==> config.mk <==
export PLATFORM = sky130hd
export DESIGN_NAME = pipe_stage_reg
export DESIGN_NICKNAME = d
export VERILOG_FILES = /design/src/rtl/pipe_stage_reg.sv
export SDC_FILE = /design/constraint.sdc
export NUM_CORES = 1
export LEC_CHECK = 0
export ABC_CLOCK_PERIOD_IN_PS = 3070
export BUFFER_PORTS_ARGS = -buffer_cell sky130_fd_sc_hd__buf_2
export CORE_AREA = 4 4 154 156
export DETAILED_ROUTE_END_ITERATION = 10
export DIE_AREA = 0 0 158 160
export PLACE_DENSITY = 0.65
export SLEW_MARGIN = 20
export SYNTH_ARGS = -nofsm -noshare
export SYNTH_HDL_FRONTEND = slang
export SYNTH_SLANG_ARGS = --single-unit
==> constraint.sdc <==
create_clock -name clk -period 3.07 [get_ports clk]
set_input_delay 0.1535 -clock clk [delete_from_list [all_inputs] [get_ports clk]]
set_output_delay 0.1535 -clock clk [all_outputs]
set_load 0.03 [all_outputs]
==> src/rtl/pipe_stage_reg.sv <==
// ---------------------------------------------------------------------------
// pipe_stage_reg
//
// Generic inter-stage pipeline register for the 5-stage core. It carries an
// opaque payload and a valid bit between a producer stage (STAGE) and its
// consumer stage (STAGE+1). It also provides:
//   - an exception flush
//   - bubble tagging
//   - a hold-age counter
//
// Per-cycle action, highest priority first:
//   1. rst      load the nop payload, clear valid, bubble and age
//   2. flush    load the nop payload, clear valid, bubble and age
//   3. BUBBLE   up & !down: load the nop payload and tag it as a bubble
//   4. HOLD     up &  down: keep the content, age increments and saturates
//   5. ADVANCE  !up: load in_data and in_valid
//
// Optional feature macro: PIPE_STAGE_PERF_EN
//   When defined, four saturating event counters are built: stall, bubble,
//   flush and valid. When undefined, perf_clr is ignored and the perf_*
//   outputs are tied to 0.
//
// Ports:
//   clk, rst       clock (rising edge) and synchronous active-high reset
//   stall          stall vector; stall[k]=1 freezes stage k
//   flush          flush of this boundary (overrides any stall combination)
//   in_data        payload from the producer stage
//   in_valid       the producer holds a real instruction
//   out_data       registered payload to the consumer stage
//   out_valid      out_data is a real instruction
//   out_bubble     the current content is an inserted bubble
//   out_hold_age   consecutive cycles the current content has been held
//   perf_clr       clears all perf counters
//   perf_stall     cycles spent in HOLD
//   perf_bubble    bubbles inserted
//   perf_flush     flushes taken
//   perf_valid     valid instructions accepted
// ---------------------------------------------------------------------------
module pipe_stage_reg #(
    parameter int                DATA_W    = 128,
    parameter int                STAGE     = 2,
    parameter int                STALL_W   = 6,
    parameter logic [DATA_W-1:0] NOP_VALUE = '0,
    parameter int                AGE_W     = 8,
    parameter int                CNT_W     = 32
) (
    input  logic               clk,
    input  logic               rst,
    input  logic [STALL_W-1:0] stall,
    input  logic               flush,
    input  logic [DATA_W-1:0]  in_data,
    input  logic               in_valid,
    output logic [DATA_W-1:0]  out_data,
    output logic               out_valid,
    output logic               out_bubble,
    output logic [AGE_W-1:0]   out_hold_age,
    input  logic               perf_clr,
    output logic [CNT_W-1:0]   perf_stall,
    output logic [CNT_W-1:0]   perf_bubble,
    output logic [CNT_W-1:0]   perf_flush,
    output logic [CNT_W-1:0]   perf_valid
);

    logic up;
    logic down;

    assign up = stall[STAGE];

    // The last stage has no consumer stall bit, so down is forced to 0.
    generate
        if (STAGE < STALL_W - 1) begin : g_down
            assign down = stall[STAGE+1];
        end else begin : g_no_down
            assign down = 1'b0;
        end
    endgenerate

    // Stall bits belonging to other stages are intentionally not used here.
    logic unused_stall;
    assign unused_stall = ^stall;

    logic do_bubble;
    logic do_hold;
    logic do_advance;

    // !up & down is an inconsistent stall request and is treated as ADVANCE.
    assign do_bubble  = up & ~down;
    assign do_hold    = up & down;
    assign do_advance = ~up;

    always_ff @(posedge clk) begin
        if (rst || flush) begin
            out_data     <= NOP_VALUE;
            out_valid    <= 1'b0;
            out_bubble   <= 1'b0;
            out_hold_age <= '0;
        end else if (do_bubble) begin
            out_data     <= NOP_VALUE;
            out_valid    <= 1'b0;
            out_bubble   <= 1'b1;
            out_hold_age <= '0;
        end else if (do_hold) begin
            // Content (including a held bubble tag) is kept; only the age moves.
            if (out_hold_age != {AGE_W{1'b1}}) begin
                out_hold_age <= out_hold_age + AGE_W'(1);
            end
        end else begin
            // On ADVANCE the payload is loaded as-is, even when in_valid is 0.
            out_data     <= in_data;
            out_valid    <= in_valid;
            out_bubble   <= 1'b0;
            out_hold_age <= '0;
        end
    end

`ifdef PIPE_STAGE_PERF_EN
    // An event counts only if it is the action actually taken, so rst and
    // flush mask the stall-derived events.
    logic ev_hold;
    logic ev_bubble;
    logic ev_flush;
    logic ev_valid;

    assign ev_flush  = ~rst & flush;
    assign ev_bubble = ~rst & ~flush & do_bubble;
    assign ev_hold   = ~rst & ~flush & do_hold;
    assign ev_valid  = ~rst & ~flush & do_advance & in_valid;

    // perf_clr wins over an increment in the same cycle.
    always_ff @(posedge clk) begin
        if (rst || perf_clr) begin
            perf_stall  <= '0;
            perf_bubble <= '0;
            perf_flush  <= '0;
            perf_valid  <= '0;
        end else begin
            if (ev_hold && perf_stall != {CNT_W{1'b1}}) begin
                perf_stall <= perf_stall + CNT_W'(1);
            end
            if (ev_bubble && perf_bubble != {CNT_W{1'b1}}) begin
                perf_bubble <= perf_bubble + CNT_W'(1);
            end
            if (ev_flush && perf_flush != {CNT_W{1'b1}}) begin
                perf_flush <= perf_flush + CNT_W'(1);
            end
            if (ev_valid && perf_valid != {CNT_W{1'b1}}) begin
                perf_valid <= perf_valid + CNT_W'(1);
            end
        end
    end
`else
    logic unused_perf_clr;
    assign unused_perf_clr = perf_clr;

    assign perf_stall  = '0;
    assign perf_bubble = '0;
    assign perf_flush  = '0;
    assign perf_valid  = '0;
`endif

endmodule

### After elaboration in Yosys (flattened, before gate mapping)

Index checks and enable logic that the tools add are counted.

| cells by class | value |
|---|---|
| add/subtract/negate cells | 1 |
| equality and inequality tests | 2 |
| muxes and demuxes | 2 |
| bitwise operators | 4 |
| reductions and logical operators | 3 |

Operators by type and width:

| cell | count |
|---|---|
| adder 8 x 1 -> 8 bit, second input constant | 1 |
| inequality test 8 bit, second input constant | 1 |
| OR reduction 3 bit | 1 |
| AND 1 bit | 2 |
| 2-to-1 mux 1 bit | 2 |
| inequality test 2 bit, second input constant | 1 |
| NOT 1 bit | 2 |
| OR reduction 2 bit | 1 |
| logical OR 1 bit | 1 |

| word-level totals | value |
|---|---|
| flip-flop bits (word level) | 138 |
| output and inout port bits | 266 |
| word-level logic and storage cells | 16 |

### Depth between registers and ports, before layout

Gate-level depths: netlist (run 1).

| depth | value |
|---|---|
| depth after elaboration | 3 |
| depth in mapped cells | 6 |
| mapped depth without buffers | 4 |

### Worst setup path before layout (run 1)

No wires, ideal clock.

| timing | value |
|---|---|
| path kind | register to register |
| from | register out_hold_age[0] |
| to | register out_hold_age[3] |
| library setup time | 86 ps |
| arrival | 1340 ps |
| required time | 2984 ps |
| setup slack | 1644 ps |
| cell stages (with the launch flop) | 5 |
| buffers on the path | 0 |
| clock period less this slack | 1426 ps |
| path through | dfxtp_1 ha_1 and4_1 nand2_1 a211oi_1 |

| on the way | value |
|---|---|
| cells in the longest elaborated chain, start to end | 1 |
| elaborated cells between the ends (all ways) | 2 |
| those cells by class | add/sub: 1; eq/ne: 1 |

RTL lines:

| item | line | text |
|---|---|---|
| from (decl) | 56 | `output logic [AGE_W-1:0] out_hold_age,` |
| from (signal assigned) | 105 | `out_hold_age <= out_hold_age + AGE_W'(1);` |
| adder 8 x 1 -> 8 bit or inequality test 8 bit (tied branches) | 105, 104 |  |

Several ways; a longest one is shown, not always the timed one.
A chain may end at the register's enable or synchronous reset.

### Final worst setup path (run 1)

Same ends and word-level chain as after synthesis.

==> flow_metrics.py, run 1 <==
metrics = {
    "run_status": {
        "outcome": "completed",
    },
    "global_route": {
        "overflow": 0,
        "antenna_found_initial": 0,
        "via_count_of_the_first_global_routing_pass": 5506,
        "globalRouteTotalUtil_pct": 13.43,
        "grt_first_pass_wirelength_um": 27830,
        "grt_max_degree": 161,
    },
    "cts": {
        "clock_path_buffers": 2,
        "cts_resized": 0,
        "clock_insertion_delay_worst_skew_ns": 0.40,
        "cts_tree": "built",
        "clockRootBuffer": "clkbuf_16",
        "cts.reportedPaths.clkPinSlew_ns": 0.06,
        "clock_tree.htree_level_count": 4,
        "cts_num_sinks": 138,
        "cts_inserted_buffers": 17,
    },
    "place": {
        "number_of_placed_instances_with_taps_included": 1255,
        "gp_routability_congestion": 0.7551,
        "io_buffers": 271,
        "dp_hpwl_um": 11730,
    },
    "hold_path": {
        "whs_path_depth": 3,
        "min-delay-path-class": "in2reg",
        "holdPathEnd": "out_data[7]",
        "worst_hold_startpoint": "in_data[7]",
    },
    "floorplan": {
        "die_width_um": 158,
        "die_y_um": 160,
        "rows": 55,
        "fp.coreArea_sq_um": 22370,
        "die-area_sq_um": 25280,
        "floorplan.initialDensity_pct": 28.71,
        "io_pins": 405,
    },
    "critical_path": {
        "timing.critical_path.slowest_cell_delay_ns": 0.43,
        "timing.critical_path.slowest_stage_cell": "dfxtp_1",
        "ff2ff_setup_slack_ns": 1.69,
        "timing_worst_setup_path_type": "reg2reg",
        "critical_path.max_fanout": 7,
        "crit_chain": "ha_1, and4_1, nand2_1, a211oi_1",
        "startpoint_type": "register",
        "timing.critical_path.to_type": "register",
        "worst-endpoint-required_ns": 3.39,
        "worstReg2RegStart": "out_hold_age[0]",
        "worst-endpoint-arrival_ns": 1.70,
        "ff2ff_path_depth": 4,
        "rr_endpoint": "out_hold_age[3]",
    },
    "synth": {
        "synthesis.area_sq_um": 6421,
        "synth_warnings": 0,
        "synth_sequential_area_ratio_pct": 43.02,
        "post-synth-top-area-fraction_pct": 43.02,
        "syn_area_per_cell_sq_um": 8.527,
        "netlist.top_cell.by_area": "dfxtp_1",
        "ys_ff_latch": 138,
        "yosysUniqueCellTypes": 28,
        "cell_types_with_the_largest_area_share_after_synthesis": "dfxtp_1 43%, buf_4 16%, nand3b_1 15%, o21ai_0 10%, nor2_1 7.6%",
        "syn-instance-count": 753,
    },
    "power_and_ir_drop": {
        "static_power_due_to_leakage_nw": 4.262,
        "total_power_density_per_cell_area_nw_per_um2": 549.8,
        "power.ir.vdd_worst_uv": 297.1,
        "post-layout-total-power_mw": 4.945,
    },
    "final_layout": {
        "postLayoutCoreUtil_pct": 40.22,
        "final_common_cell": "buf_2",
        "final_cell_count_no_fill": 1387,
        "drive_gt1_share_pct": 28.22,
        "layout-area-overhead-vs-synth_pct": 40.08,
        "diodes": 0,
        "highest_count_cells_in_the_layout_ignoring_fill_and_taps": "269 x buf_2, 138 x dfxtp_1, 132 x o21ai_0",
        "layout.nets": 1229,
        "fillerInstances": 2193,
    },
    "route": {
        "drt_iter0_drc": 379,
        "route.detailed.drc": 0,
        "post_drt_via_cell_ratio": 4.291,
        "wirelength_um": 18540,
        "antenna_violating_nets_post_route": 0,
        "routedWlPerCell_um": 13.37,
        "drt_first_pass_iters": 5,
        "dr_vias": 5952,
    },
    "sta": {
        "setup_viol": 0,
        "f_max_mhz": 723.3,
        "fin_setup_tns_ns": 0,
        "final_clock_skew_ns": 0.001575,
        "grt_setup_unrepaired": "false",
        "portion_of_the_clock_cycle_consumed_by_the_worst_path_in_the_final_layout_pct": 45.03,
        "finalCriticalPeriod_ns": 1.382,
        "maxSlewHeadroom_pct": 51.21,
        "drv_slew": 0,
        "hold_viol": 0,
        "worstMarginPinSlew_ns": 0.7318,
    },
    "run": {
        "max_cap_violations": 0,
    },
}
## synthesized netlist by cell type
library cell and number:
a211oi_1 2, a21boi_0 1, a21oi_1 4, a31oi_1 3
a41oi_1 1, and3_1 2, and4_1 2, and4_4 1
and4bb_1 1, and4bb_2 1, buf_1 1, buf_2 21
buf_4 133, buf_6 10, clkbuf_1 21, clkbuf_2 1
conb_1 1, dfxtp_1 138, ha_1 1, inv_1 2
nand2_1 3, nand3_1 4, nand3b_1 129, nand4_1 2
nor2_1 130, nor3_1 5, o21ai_0 132, o21ai_2 1
## per-layer routing
layer  routed length (um)  up-vias  GRT usage, %
met1                 7519     2723         15.90
li1                     -     2948             -
met3                 1574       17         4.553
met5                    0        -             0
met4                  264        0         3.877
met2                 9180      264         22.99
## kinds of logic (layout without fill, tap and decap cells)
| group | Yosys count | in the layout | share of synthesized area (%) |
|---|---|---|---|
| fa+ha+maj | 1 | 1 | 0.1948 |
| flops | 138 | 138 | 43.02 |
| simple gates | 280 | 280 | 24.79 |
| compound gates | 144 | 144 | 11.52 |
| buf+inv | 189 | 411 | 20.42 |
| other cells | 1 | 128 | 0.05840 |
## flip-flops by register name, summed over array words and instances (netlist names)
register	count
out_hold_age	8
out_valid	1
out_data	128
out_bubble	1
## how the worst max path moves through the flow
stage                                from         endpoint  slack (ns)
after floorplan           out_hold_age[0]  out_hold_age[3]        1.64
after global placement           stall[3]     out_data[88]        1.37
after detailed placement         stall[3]    out_data[104]        1.36
after CTS                 out_hold_age[0]  out_hold_age[3]        1.70
after global routing      out_hold_age[0]  out_hold_age[6]        1.61
final                     out_hold_age[0]  out_hold_age[3]        1.69
## critical path: cells and delay by family (launching register included)
family          cells  cell delay (ns)
compound gates      1             0.21
fa+ha+maj           1             0.30
simple gates        2             0.36
flops               1             0.43
## through the flow
step | cell area [sq um] | worst slack [ns] | hold WS (ns)
after CTS | 8995 | 1.701 | 0.0003313
final | 8995 | 1.688 | 0.02092
after floorplan | 6898 | 1.644 | 0.3201
after global placement | 7393 | 1.371 | 0.4034
after global routing | 8995 | 1.605 | 0.01112
after detailed placement | 7393 | 1.360 | 0.4082
## cell type report
cell class | instances | area, sq um | share of cell area, %
Clock buffer | 18 | 429.2 | 4.771
Tap cell | 285 | 356.6 | 3.964
Inverter | 2 | 7.507 | 0.08346
Timing Repair Buffer | 377 | 2436 | 27.08
Multi-Input combinational cell | 553 | 2831 | 31.48
Sequential cell | 138 | 2763 | 30.71
Clock inverter | 14 | 171.4 | 1.906
## power by group
part	switching [mW]	internal, mW
Sequential	0.0331	1.87
Combinational	0.625	0.303
Clock	0.828	1.28
## timing repair
item | in CTS | in global routing
hold buffers | 100 | 0
endpoints found under the hold margin | 100 | 0
setup buffers | 0 | 0
No activity file was read; power rests on OpenSTA's default activity.
==> run 2, diff against run 1 <==
--- a/config.mk
+++ b/config.mk
@@ -5,12 +5,12 @@
 export SDC_FILE = /design/constraint.sdc
 export NUM_CORES = 1
 export LEC_CHECK = 0
-export ABC_CLOCK_PERIOD_IN_PS = 3070
+export ABC_CLOCK_PERIOD_IN_PS = 1100
 export BUFFER_PORTS_ARGS = -buffer_cell sky130_fd_sc_hd__buf_2
 export CORE_AREA = 4 4 154 156
 export DETAILED_ROUTE_END_ITERATION = 10
 export DIE_AREA = 0 0 158 160
-export PLACE_DENSITY = 0.65
+export PLACE_DENSITY = 0.67
 export SLEW_MARGIN = 20
 export SYNTH_ARGS = -nofsm -noshare
 export SYNTH_HDL_FRONTEND = slang
==> constraint.sdc (replaced) <==
create_clock -name clk -period 1.1 [get_ports clk]
set_input_delay 0.055 -clock clk [delete_from_list [all_inputs] [get_ports clk]]
set_output_delay 0.055 -clock clk [all_outputs]
set_load 0.03 [all_outputs]
==> run 2 against run 1 <==
  * Clock skew is 0.0080 ns higher
  * Die area is the same
  * Final cell count increased by 4.7%
  * Sequential share of layout area fell by 2.3 points
  * Register-to-register slack lost 1.7 ns
  * Sequential power rose to 2.8 times the previous value
  * Critical path type unchanged
  * Critical endpoint is now out_hold_age[0]
  * Largest cell class is now buffers
  * Highest routed layer unchanged
==> flow_metrics.py, run 2 (synthesis results as in run 1) <==
metrics = {
    "floorplan": {
        "rows": 55,
        "floorplan.initialDensity_pct": 28.71,
        "die_y_um": 160,
        "fp.coreArea_sq_um": 22370,
        "die_width_um": 158,
        "die-area_sq_um": 25280,
        "io_pins": 405,
    },
    "route": {
        "routedWlPerCell_um": 13.53,
        "post_drt_via_cell_ratio": 4.307,
        "dr_vias": 6254,
        "drt_first_pass_iters": 5,
        "wirelength_um": 19640,
        "antenna_violating_nets_post_route": 0,
        "route.detailed.drc": 0,
        "drt_iter0_drc": 373,
    },
    "final_layout": {
        "final_common_cell": "buf_2",
        "top_regs": "out_data: 128 flops, out_hold_age: 8 flops",
        "fillerInstances": 2088,
        "layout-area-overhead-vs-synth_pct": 52.94,
        "diodes": 0,
        "highest_count_cells_in_the_layout_ignoring_fill_and_taps": "259 x buf_2, 130 x nor2_1, 130 x dfxtp_1",
        "layout.nets": 1295,
        "postLayoutCoreUtil_pct": 43.91,
        "drive_gt1_share_pct": 30.93,
        "largest_register": "out_data",
        "largest_reg_flops": 128,
    },
    "critical_path": {
        "ff2ff_path_depth": 4,
        "timing.critical_path.to_type": "register",
        "worstReg2RegStart": "out_hold_age[1]",
        "startpoint_type": "register",
        "timing.critical_path.buf_inv": 0,
        "cp-startpoint": "out_hold_age[1]",
        "critPathMostFrequentCell": "nor3_2",
        "timing.critical_path.max_delay_family": "simple AND/OR/NAND/NOR gates",
        "worst-endpoint-required_ns": 1.39,
        "worst-endpoint-arrival_ns": 1.39,
        "crit_chain": "ha_4, nand4_1, nor3_2, nor3_2",
        "critical_path.max_fanout": 5,
        "ff2ff_setup_slack_ns": 0.002,
        "timing.critical_path.slowest_stage_cell": "dfxtp_4",
        "timing_worst_setup_path_type": "reg2reg",
        "rr_endpoint": "out_hold_age[0]",
        "timing.critical_path.slowest_cell_delay_ns": 0.37,
    },
    "sta": {
        "hold_viol": 0,
        "final_clock_skew_ns": 0.009550,
        "drv_slew": 0,
        "portion_of_the_clock_cycle_consumed_by_the_worst_path_in_the_final_layout_pct": 99.84,
        "f_max_mhz": 910.5,
        "grt_setup_unrepaired": "true",
        "finalCriticalPeriod_ns": 1.098,
        "setup_viol": 0,
    },
    "global_route": {
        "overflow": 0,
        "antenna_found_initial": 0,
        "grt_max_degree": 66,
        "grt_first_pass_wirelength_um": 29680,
        "globalRouteTotalUtil_pct": 14.25,
        "via_count_of_the_first_global_routing_pass": 5902,
    },
    "hold_path": {
        "worst_hold_startpoint": "rst",
        "holdPathEnd": "out_bubble",
        "min-delay-path-class": "in2reg",
        "whs_path_depth": 5,
    },
    "cts": {
        "clock_path_buffers": 2,
        "cts_inserted_buffers": 17,
        "clock_insertion_delay_worst_skew_ns": 0.41,
        "cts_num_sinks": 138,
        "cts_tree": "built",
        "cts.reportedPaths.clkPinSlew_ns": 0.07,
        "clock_tree.htree_level_count": 4,
        "clockRootBuffer": "clkbuf_16",
    },
    "power_and_ir_drop": {
        "power.ir.vdd_worst_uv": 802.9,
        "static_power_due_to_leakage_nw": 4.633,
        "total_power_density_per_cell_area_nw_per_um2": 1437,
        "post-layout-total-power_mw": 14.11,
    },
    "run_status": {
        "outcome": "completed",
    },
    "place": {
        "io_buffers": 271,
        "gp_routability_congestion": 0.7839,
        "dp_hpwl_um": 13000,
    },
    "run": {
        "max_cap_violations": 0,
    },
}
## run 2: changes by cell type in the layout (fill, tap and decap cells not counted), sizes merged
cell         previous run  this run
clkinv                  6         4
dlygate4sd3           100       129
clkinvlp                3         2
inv                     4         3
buf                   277       312
clkbuf                 18        23
## run 2: worst max-delay path by stage
| stage | end | slack, ns | depth (start not counted) |
|---|---|---|---|
| floorplan | out_hold_age[3] | -0.004 | 4 |
| global placement | out_hold_age[5] | 0.03 | 5 |
| detailed placement | out_hold_age[3] | 0.01 | 4 |
| CTS | out_hold_age[1] | -0.002 | 2 |
| global route | out_hold_age[0] | -0.07 | 4 |
| finish | out_hold_age[0] | 0.002 | 4 |
## run 2: routing by layer
| metal | wire length, um | vias up | global-route usage, % |
|---|---|---|---|
| li1 | - | 3078 | - |
| met1 | 7789 | 2880 | 15.97 |
| met2 | 9703 | 272 | 24.81 |
| met3 | 1750 | 24 | 5.149 |
| met4 | 397 | 0 | 4.886 |
| met5 | 0 | - | 0 |
## run 2: stage by stage
stage | hold WS [ns] | std cells | setup slack (ns) | area, sq um | setup TNS, ns
4_1_cts | 0.02502 | 1450 | -0.001633 | 9766 | -0.001633
6_report | 0.05028 | 1452 | 0.001745 | 9821 | 0
3_3_place_gp | 0.3034 | 1289 | 0.03352 | 7821 | 0
5_1_grt | 0.05412 | 1452 | -0.07470 | 9821 | -0.1868
2_1_floorplan | 0.2216 | 880 | -0.004155 | 6942 | -0.004155
3_5_place_dp | 0.3134 | 1289 | 0.01319 | 7821 | 0
## run 2: final cells by class
type	count	area (sq um)	share of cell area (%)
multi-input combinational	553	2870	29.23
inverter	2	7.507	0.07644
tap	285	356.6	3.631
sequential	138	2788	28.39
timing repair buffer	443	3186	32.44
clock inverter	10	141.4	1.440
clock buffer	21	471.7	4.803
## run 2: worst reg2reg max path, delay by kind of cell, from the launching register on
| kind | cells | cell delay [ns] |
|---|---|---|
| AND/OR/NAND/NOR | 3 | 0.46 |
| adder cells (fa/ha/maj) | 1 | 0.16 |
| flip-flops | 1 | 0.37 |
## run 2: timing repair
item                                    CTS  global route
endpoints found under the hold margin   129             0
hold buffers                            129             0
resized for setup                        10            19
pin swaps                                 0            10
endpoints found under the setup margin    6            15
setup buffers                             1             2
## run 2: power breakdown
| group | total, mW | switching (mW) | leakage, nW | internal (mW) |
|---|---|---|---|---|
| Sequential | 5.31 | 0.0979 | 1.14 | 5.21 |
| Combinational | 2.85 | 1.80 | 3.20 | 1.05 |
| Clock | 5.95 | 2.19 | 0.295 | 3.76 |
